$ cat src/rtl/sub_pkg.sv
// Shared types and constants for the bit-serial subtractor.
package sub_pkg;

    localparam int unsigned SUB_WIDTH = 8;

    typedef enum logic [1:0] {
        IDLE  = 2'd0,
        SHIFT = 2'd1,
        DONE  = 2'd2
    } state_t;

endpackage

$ cat src/rtl/full_subtractor.sv
// One-bit full-subtractor cell: d = a - b - bin, bout is the borrow out.
module full_subtractor (
    input  logic a,
    input  logic b,
    input  logic bin,
    output logic d,
    output logic bout
);

    // Difference bit and borrow generation
    always_comb begin
        d    = a ^ b ^ bin;
        bout = (~a & b) | (~(a ^ b) & bin);
    end

endmodule

$ cat src/rtl/serial_subtractor_by8.sv
// Bit-serial WIDTH-bit subtractor, LSB first, with valid/ready on both sides.
module serial_subtractor_by8
    import sub_pkg::*;
#(
    parameter int unsigned WIDTH = SUB_WIDTH
) (
    input  logic             clk,
    input  logic             rst,
    input  logic             in_valid,
    output logic             in_ready,
    input  logic [WIDTH-1:0] A,
    input  logic [WIDTH-1:0] B,
    input  logic             Bin,
    output logic             out_valid,
    input  logic             out_ready,
    output logic [WIDTH-1:0] D,
    output logic             Bout
);

    localparam int unsigned   CNT_W = $clog2(WIDTH);
    localparam logic [CNT_W-1:0] LAST = CNT_W'(WIDTH - 1);

    state_t             state;
    logic [WIDTH-1:0]   a_sr;
    logic [WIDTH-1:0]   b_sr;
    logic               br;
    logic [CNT_W-1:0]   cnt;
    logic               d_bit;
    logic               br_next;

    full_subtractor u_cell (
        .a    (a_sr[0]),
        .b    (b_sr[0]),
        .bin  (br),
        .d    (d_bit),
        .bout (br_next)
    );

    // Control FSM plus operand/result shift registers; D doubles as the result shifter
    always_ff @(posedge clk) begin
        if (rst) begin
            state     <= IDLE;
            in_ready  <= 1'b1;
            out_valid <= 1'b0;
            D         <= '0;
            Bout      <= 1'b0;
            a_sr      <= '0;
            b_sr      <= '0;
            br        <= 1'b0;
            cnt       <= '0;
        end else begin
            case (state)
                IDLE: begin
                    if (in_valid && in_ready) begin
                        a_sr     <= A;
                        b_sr     <= B;
                        br       <= Bin;
                        cnt      <= '0;
                        in_ready <= 1'b0;
                        state    <= SHIFT;
                    end
                end
                SHIFT: begin
                    a_sr <= a_sr >> 1;
                    b_sr <= b_sr >> 1;
                    br   <= br_next;
                    D    <= {d_bit, D[WIDTH-1:1]};
                    if (cnt == LAST) begin
                        Bout      <= br_next;
                        out_valid <= 1'b1;
                        state     <= DONE;
                    end else begin
                        cnt <= cnt + CNT_W'(1);
                    end
                end
                DONE: begin
                    if (out_ready) begin
                        out_valid <= 1'b0;
                        in_ready  <= 1'b1;
                        state     <= IDLE;
                    end
                end
                default: begin
                    out_valid <= 1'b0;
                    in_ready  <= 1'b1;
                    state     <= IDLE;
                end
            endcase
        end
    end

endmodule

$ cat config.mk
export PLATFORM = sky130hd
export DESIGN_NAME = serial_subtractor_by8
export DESIGN_NICKNAME = d
export VERILOG_FILES = /design/src/rtl/sub_pkg.sv /design/src/rtl/full_subtractor.sv /design/src/rtl/serial_subtractor_by8.sv
export SDC_FILE = /design/constraint.sdc
export NUM_CORES = 1
export LEC_CHECK = 0
export BUFFER_PORTS_ARGS = -buffer_cell sky130_fd_sc_hd__buf_2
export CAP_MARGIN = 0
export CELL_PAD_IN_SITES_DETAIL_PLACEMENT = 0
export CELL_PAD_IN_SITES_GLOBAL_PLACEMENT = 1
export CORE_MARGIN = 1
export CORE_UTILIZATION = 46
export CTS_BUF_LIST = sky130_fd_sc_hd__clkbuf_2
export CTS_CLUSTER_SIZE = 16
export DETAILED_ROUTE_END_ITERATION = 10
export PLACE_DENSITY_LB_ADDON = 0.1
export SKIP_CTS_REPAIR_TIMING = 1
export SYNTH_ARGS = -nofsm -noshare
export SYNTH_HDL_FRONTEND = slang
export SYNTH_HIERARCHICAL = 1
export SYNTH_SLANG_ARGS = --single-unit
$ cat constraint.sdc
create_clock -name clk -period 3.8 [get_ports clk]
set_input_delay 0.19 -clock clk [delete_from_list [all_inputs] [get_ports clk]]
set_output_delay 0.19 -clock clk [all_outputs]
set_load 0.03 [all_outputs]
== Word-level counts from Yosys, hierarchy flattened ==
Index checks and enable logic that the tools add are counted.

* Logic and storage cells: 54
* Memory bits (writable): 0
* Memories kept: 0
* Input bits: 21
* Bits in read-only memories: 0
* Register bits: 33
* Bits in latches: 0

* Multipliers: 0
* Reduce and logical (&&, ||, !) cells: 9
* Equality and inequality tests: 7
* Add/sub/neg operators: 1
* $lt $le $gt $ge: 0
* Bitwise operators: 9
* Multiplexer cells: 19
* Div/mod/pow operators: 0
* Shifts and indexed selects: 0

{| class="wikitable"
|+ Operator list
! kind !! count
|-
| $pmux 8 s2 || 2
|-
| $mux 8 || 2
|-
| $reduce_and 3->1 || 4
|-
| $ne 2x2->1 const B || 4
|-
| $mux 2 || 3
|-
| $mux 3 || 2
|-
| $pmux 1 s3 || 2
|-
| $pmux 2 s3 || 1
|-
| $pmux 3 s2 || 1
|-
| $mux 1 || 5
|-
| $not 1->1 || 4
|-
| $reduce_and 2->1 || 2
|-
| $add 3x1->3 const B || 1
|-
| $eq 3x3->1 const B || 1
|-
| $and 1x1->1 || 2
|-
| $eq 2x1->1 const B || 1
|-
| $eq 2x2->1 const B || 1
|-
| $logic_not 2->1 || 1
|-
| $pmux 1 s2 || 1
|-
| $reduce_bool 2->1 || 1
|-
| $xor 1x1->1 || 2
|-
| $logic_and 1x1->1 || 1
|-
| $or 1x1->1 || 1
|}

== Longest topological paths before layout ==
Gate-level depths: netlist (run 1).

* Word-level depth: 5
* Depth in mapped cells: 6
* Depth with buffers taken out: 5

== Cells and area by module ==
Netlist (run 1), hierarchy kept.

{| class="wikitable"
|+ By module, submodules not included
! module !! area an instance (um^2) !! times used !! seq. area each (um^2) !! cells an instance
|-
| serial_subtractor_by8 || 1496.4 || 1 || 660.6 || 153
|-
| full_subtractor || 31.3 || 1 || 0.0 || 4
|}

== Least setup slack after synthesis (run 1) ==
Ideal clock, no wire load.

* Path kind: reg2reg
* Start: register cnt[0]
* End: register cnt[0]
* Cell stages (with the launch flop): 6
* Required time: 3.679 ns
* Arrival: 1.328 ns
* Path slack: 2.351 ns
* Path buffers: 0
* Cell sequence: dfxtp_1 ha_1 ha_1 nor3b_1 nor3_2 mux2_2

* Longest elaborated chain between the ends: 3

{| class="wikitable"
|+ Ends and longest elaborated chain
! element !! line !! RTL
|-
| start, declared || serial_subtractor_by8.sv:27 || <nowiki>logic [CNT_W-1:0] cnt;</nowiki>
|-
| start signal, assigned || serial_subtractor_by8.sv:73 || <nowiki>cnt <= cnt + CNT_W'(1);</nowiki>
|-
| $add 3x1->3 / $eq 3x3->1 (equally long branches) || serial_subtractor_by8.sv:73, serial_subtractor_by8.sv:68 ||
|-
| $mux 3 / $ne 2x2->1 (equally long branches) || -- ||
|-
| $pmux 3 s2 / $reduce_and 3->1 (equally long branches) || -- ||
|}

Several ways; a longest one is shown, not always the timed one. The select of a mux whose other input is x is not followed.
A chain may end at the register's enable or synchronous reset.

== Final worst setup path (run 1) ==
* Start: register state[0]
* End: register a_sr[4]

* Longest elaborated chain between the ends: 3

{| class="wikitable"
|+ Ends and longest elaborated chain
! element !! line !! RTL
|-
| start, declared || serial_subtractor_by8.sv:23 || <nowiki>state_t state;</nowiki>
|-
| start signal, assigned || serial_subtractor_by8.sv:42 || <nowiki>state <= IDLE;</nowiki>
|-
| start signal, assigned || serial_subtractor_by8.sv:60 || <nowiki>state <= SHIFT;</nowiki>
|-
| start signal, assigned || serial_subtractor_by8.sv:71 || <nowiki>state <= DONE;</nowiki>
|-
| $eq 2x1->1 / $logic_not 2->1 (equally long branches) || serial_subtractor_by8.sv:52 || <nowiki>case (state)</nowiki>
|-
| $reduce_bool 2->1 (no source line) / $ne 2x2->1 (equally long branches) || -- ||
|-
| $reduce_and 2->1 (no source line) || -- ||
|-
| end signal, assigned || serial_subtractor_by8.sv:64 || <nowiki>a_sr <= a_sr >> 1;</nowiki>
|-
| end, declared || serial_subtractor_by8.sv:24 || <nowiki>logic [WIDTH-1:0] a_sr;</nowiki>
|}

Several ways; a longest one is shown, not always the timed one.

==> impl_metrics.py, run 1 <==
metrics = {
    "power": {
        "switching_share_pct": 29.7,
        "power.density_nw_per_um2": 404,
        "p_seq_share_pct": 58.6,
        "p_int_mw": 0.466,
        "leakage_nw": 0.737,
        "vdd_drop_max_v": 0.000224,
        "power.switching_mw": 0.197,
        "pwr-share-comb_pct": 18.4,
        "power_frac_clock_pct": 23.0,
    },
    "synthesis": {
        "synth_ff_type": "dfxtp_1",
        "synth_cell_types": 31,
        "synth_top_area_share_pct": 43.2,
        "ys_ff_latch": 33,
        "yosysWarningCount": 6,
        "syn_area_per_cell_um2": 9.73,
        "synth_edf_count": 0,
        "syn_nets": 181,
        "synth-async-reset-ratio_pct": 0,
        "ys_top_cells_by_count": "dfxtp_1, nor2_1, nand2_1, a221oi_1, mux2i_1",
        "yosysMostFrequentCell": "dfxtp_1",
        "postSynthCellCount": 157,
        "synth_area_um2": 1530,
        "synth_top_cells_by_area": "dfxtp_1, mux2i_1, a221oi_1, nor2_1, a21oi_1",
        "yosysTopAreaCell": "dfxtp_1",
        "yosysSeqAreaShare_pct": 43.2,
    },
    "floorplan": {
        "initial_utilization_pct": 49.2,
        "ios": 32,
        "die-area_um2": 3560,
        "die_w_um": 59.6,
        "core_um2": 3100,
        "die_y_um": 59.6,
        "rows": 20,
    },
    "placed_design": {
        "port_buffers": 31,
        "placed_cells": 218,
        "dp_slack_ns": 1.97,
        "gp_congestion": 0.797,
        "dp_hpwl_mm": 1.89,
    },
    "layout": {
        "nNetsFinal": 205,
        "antenna_cells": 0,
        "area_delta_synth_final_pct": 7.37,
        "drive_above_1_share_pct": 25.4,
        "fillers": 335,
        "regArea_um2": 661,
        "final_cell_count_no_fill": 225,
        "multi_input_area_um2": 721,
    },
    "critical_path": {
        "critPathKind": "flip-flop to flip-flop",
        "start_kind": "flip-flop",
        "r2r_end": "a_sr[4]$_SDFFE_PP0P_",
        "cp.arrival_ns": 2.12,
        "reg2reg_slack_ns": 1.96,
        "cp-end-kind": "flip-flop",
        "path_cells": "nor2b_2, nor2_1, a221oi_1",
        "cpPeakStageDelay_ns": 0.84,
        "startpoint": "state[0]$_SDFFE_PP0P_",
        "crit_fanout": 24,
        "worstRegToRegCells": 3,
        "crit_slowest_cell": "nor2b_2",
        "reg2reg_from": "state[0]$_SDFFE_PP0P_",
        "required_ns": 4.07,
    },
    "timing": {
        "hold_viol_final": 0,
        "min_period_ns": 1.84,
        "tightest_slew_ns": 0.941,
        "period_share_pct": 48.5,
        "setup_tns_ns": 0,
        "fmax_mhz": 542,
        "slew_headroom_pct": 37.0,
        "rsz0062_at_grt": "no",
        "skew_ns": 0.0142,
        "setup_ws_ns": 1.96,
        "maxSlewViolCount": 0,
        "setup_viol": 0,
    },
    "clock_tree": {
        "cts.path.max_buffers": 2,
        "clk_latency_ns": 0.36,
        "cts_tree": "built",
        "cts-root-buf": "clkbuf_2",
        "cts_max_level": 2,
        "cts_buffers": 5,
        "clk_pin_slew_ns": 0.16,
        "clock-sinks": 33,
    },
    "global_routing": {
        "grt_pass1_vias": 1091,
        "overflow": 0,
        "antenna_found_initial": 0,
        "track_usage_pct": 19.1,
        "grt_max_degree": 35,
        "grt_pass1_wl_mm": 4.87,
    },
    "detailed_routing": {
        "routed_via_density": 5.33,
        "ant_nets": 0,
        "drc": 0,
        "drt_pre_antenna_iters": 4,
        "initialDrtViolationCount": 58,
        "vias": 1200,
        "wire_per_inst_um": 13.1,
        "wl_mm": 2.94,
    },
    "worst_hold_path": {
        "hold_end": "a_sr[7]$_SDFFE_PP0P_",
        "min_path_type": "primary input to flip-flop",
        "hold_path_depth": 3,
        "hold_start": "A[7]",
    },
    "status": {
        "status": "completed",
    },
    "job": {
        "cap_violations": 0,
    },
}
-- logic make-up (layout without fill, tap and decap cells) --
family | after synthesis | in the layout | share of synthesized area (%)
AO/OA/AOI/OAI | 34 | 34 | 15.8
adder cells (fa/ha/maj) | 3 | 3 | 2.95
buffers and inverters | 18 | 42 | 9.58
flip-flops | 33 | 33 | 43.2
multiplexers | 16 | 16 | 10.6
AND/OR/NAND/NOR | 53 | 53 | 17.9
-- power by group through the flow --
stage / logic (mW) / clock network (mW) / registers, mW
after floorplan: 0.109 / 0 / 0.396
after global placement: 0.118 / 0 / 0.395
after detailed placement: 0.122 / 0 / 0.397
after CTS: 0.122 / 0.160 / 0.389
after global routing: 0.136 / 0.180 / 0.393
final: 0.122 / 0.153 / 0.389
-- cells in the final DEF (no fill, tap or decap), types with 2 or more instances in the layout --
cell type	instances
inv_1	4
dfxtp_1	33
buf_2	31
o21ai_0	2
clkbuf_2	6
a21oi_1	13
nand2b_1	3
mux2i_1	15
nand3b_1	4
nand2_1	17
ha_1	2
nor2_1	19
a221oi_1	15
a22o_1	2
nor3_2	2
-- how the worst max path moves through the flow --
stage / endpoint / depth (start not counted)
finish: a_sr[4]$_SDFFE_PP0P_ / 3
global route: b_sr[4]$_SDFFE_PP0P_ / 3
CTS: a_sr[4]$_SDFFE_PP0P_ / 3
detailed placement: a_sr[4]$_SDFFE_PP0P_ / 3
global placement: a_sr[3]$_SDFFE_PP0P_ / 3
floorplan: cnt[0]$_SDFFE_PP0P_ / 5
-- flip-flops by register name, indices dropped and copies added, names as in the netlist, 2 cells and up --
signal	flops
D	8
b_sr	8
state	2
cnt	3
a_sr	8
-- cell type report --
cell class                 count  area share [%]
clock buffer                   6            1.83
clock inverter                 1           0.229
inverter                       4           0.915
multi-input combinational    106            43.9
sequential                    33            40.3
tap                           44            3.36
timing repair buffer          31            9.46
-- per-stage QoR --
stage | total power [mW] | util [%] | hold WS (ns) | instance area [µm²]
floorplan | 0.504 | - | 0.334 | 1530
global placement | 0.513 | 51.8 | 0.422 | 1610
detailed placement | 0.519 | 51.8 | 0.441 | 1610
CTS | 0.671 | 52.9 | 0.0433 | 1640
global route | 0.709 | 52.9 | 0.0385 | 1640
finish | 0.663 | 52.9 | 0.0539 | 1640
-- critical path, delay by kind of cell, from the launching register on --
kind / cells / cell delay (ns)
compound gates: 1 / 0.28
flops: 1 / 0.55
simple gates: 2 / 0.93
-- layer usage --
layer	track usage, %	up-vias	share of wire [%]
li1	-	602	-
met1	24.5	565	47
met2	28.7	26	47
met3	7.64	7	4.9
met4	7.64	0	1.4
met5	0	-	0
Note: power is estimated with default switching activity, not from simulation.
==> inputs of run 2 (changes only) <==
--- a/config.mk
+++ b/config.mk
@@ -10,7 +10,7 @@
 export CELL_PAD_IN_SITES_DETAIL_PLACEMENT = 0
 export CELL_PAD_IN_SITES_GLOBAL_PLACEMENT = 1
 export CORE_MARGIN = 1
-export CORE_UTILIZATION = 46
+export CORE_UTILIZATION = 38
 export CTS_BUF_LIST = sky130_fd_sc_hd__clkbuf_2
 export CTS_CLUSTER_SIZE = 16
 export DETAILED_ROUTE_END_ITERATION = 10
==> constraint.sdc (replaced) <==
create_clock -name clk -period 1.6 [get_ports clk]
set_input_delay 0.08 -clock clk [delete_from_list [all_inputs] [get_ports clk]]
set_output_delay 0.08 -clock clk [all_outputs]
set_load 0.03 [all_outputs]
==> run 2 against run 1 <==
Effect of this change:
- clock skew rose by 0.0084 ns
- utilization fell by 5.9 points
- wire length rose by 10%
- die area rose by 20%
- via count rose by 3.6%
- worst setup slack got worse by 1.8 ns
- global-route usage fell by 2.3 points
- combinational power rose to 2.7 times the previous value
- total power rose by 150%
- cell area rose by 7.9%
- critical path type unchanged
- critical endpoint is now cnt[0]$_SDFFE_PP0P_
- largest cell class unchanged
==> impl_metrics.py, run 2 (synthesized netlist as in run 1, its figures left out) <==
metrics = {
    "status": {
        "status": "completed",
    },
    "detailed_routing": {
        "initialDrtViolationCount": 53,
        "drc": 0,
        "wl_mm": 3.24,
        "vias": 1243,
        "ant_nets": 0,
        "wire_per_inst_um": 13.4,
        "drt_pre_antenna_iters": 4,
        "routed_via_density": 5.16,
    },
    "timing": {
        "maxSlewViolCount": 0,
        "setup_tns_ns": 0,
        "rsz0062_at_grt": "no",
        "min_period_ns": 1.45,
        "slew_headroom_pct": 74.9,
        "fmax_mhz": 690,
        "hold_viol_final": 0,
        "setup_viol": 0,
        "skew_ns": 0.0226,
        "period_share_pct": 90.6,
        "tightest_slew_ns": 0.377,
    },
    "clock_tree": {
        "clk_latency_ns": 0.38,
        "clk_pin_slew_ns": 0.16,
        "cts_tree": "built",
        "cts_max_level": 2,
        "cts_buffers": 5,
        "cts.path.max_buffers": 2,
        "clock-sinks": 33,
        "cts-root-buf": "clkbuf_2",
    },
    "power": {
        "vdd_drop_max_v": 0.000562,
        "power.density_nw_per_um2": 919,
        "leakage_nw": 0.803,
    },
    "global_routing": {
        "grt_pass1_wl_mm": 5.43,
        "track_usage_pct": 16.9,
        "grt_pass1_vias": 1228,
        "overflow": 0,
        "antenna_found_initial": 0,
        "grt_max_degree": 25,
    },
    "floorplan": {
        "die-area_um2": 4280,
        "ios": 32,
        "die_y_um": 65.4,
        "core_um2": 3770,
        "die_w_um": 65.4,
        "initial_utilization_pct": 40.5,
        "rows": 22,
    },
    "layout": {
        "post-route-util_pct": 46.9,
        "area_delta_synth_final_pct": 15.8,
        "final_common_cell": "dfxtp_1",
        "largest_registers": "D: 8 flops, a_sr: 8 flops, b_sr: 8 flops",
        "nNetsFinal": 216,
        "most-common-layout-cells": "dfxtp_1, buf_2, nor2_1",
        "antenna_cells": 0,
        "drive_above_1_share_pct": 28.5,
    },
    "critical_path": {
        "cp.arrival_ns": 1.73,
        "start_kind": "flip-flop",
        "required_ns": 1.88,
        "cp-end-kind": "flip-flop",
        "critPathKind": "flip-flop to flip-flop",
        "crit_fanout": 3,
    },
    "worst_hold_path": {
        "min_path_type": "primary input to flip-flop",
    },
    "placed_design": {
        "gp_congestion": 0.759,
        "port_buffers": 31,
        "dp_hpwl_mm": 2.17,
    },
    "job": {
        "cap_violations": 0,
    },
}
-- run 2: cell types whose count changed in the layout (fill, tap and decap cells not counted) --
cell           previous run  this run
buf_4                     0         6
dlygate4sd3_1             0         3
buf_12                    0         2
clkbuf_2                  6         5
clkinv_1                  1         2
clkinv_2                  0         1
nor3b_1                   1         0
nor3b_2                   0         1
-- run 2: path summary, 6_finish.rpt --
kind	start	end	slack, ns	cells past startpoint
worst max-delay path	cnt[0]$_SDFFE_PP0P_	cnt[0]$_SDFFE_PP0P_	0.15	5
worst max register to register	cnt[0]$_SDFFE_PP0P_	cnt[0]$_SDFFE_PP0P_	0.15	5
worst min-delay path	B[4]	b_sr[4]$_SDFFE_PP0P_	0.05	3
worst min register to register	D[0]$_SDFFE_PP0P_	D[0]$_SDFFE_PP0P_	0.46	2
-- run 2: final cells by class --
class | instances | area [µm²]
fill | 386 | 2000
multi-input combinational | 106 | 726
sequential | 33 | 661
timing repair buffer | 42 | 270
tap | 48 | 60.1
clock buffer | 5 | 25.0
inverter | 4 | 15.0
clock inverter | 3 | 12.5
-- run 2: metrics by stage --
stage	cells	hold slack [ns]	power, mW	setup WS [ns]	instance area (µm²)
after global routing	241	0.0454	1.74	0.0401	1770
after CTS	238	-0.0482	1.64	0.0727	1730
after detailed placement	230	0.346	1.27	0.0984	1700
after global placement	230	0.318	1.26	0.178	1700
final	241	0.0524	1.63	0.150	1770
after floorplan	157	0.224	1.20	0.151	1530
-- run 2: where the power goes --
| part | leakage, nW | internal [mW] | switching, mW |
|---|---|---|---|
| Sequential | 0.271 | 0.884 | 0.0426 |
| Combinational | 0.505 | 0.155 | 0.174 |
| Clock | 0.0278 | 0.0954 | 0.275 |
| Total | 0.803 | 1.13 | 0.492 |
-- run 2: critical path: stages (launching register included) --
cell and delay (ns):
dfxtp_1 0.36, ha_1 0.20, ha_1 0.21, nor3b_2 0.22
nor3_2 0.09, mux2_2 0.28
-- run 2: routing by layer --
metal	global-route usage, %	vias up	part of all wire [%]
li1	-	624	-
met1	19.5	572	46
met2	28.2	38	46
met3	5.56	9	6.0
met4	7.07	0	2.2
met5	0	-	0
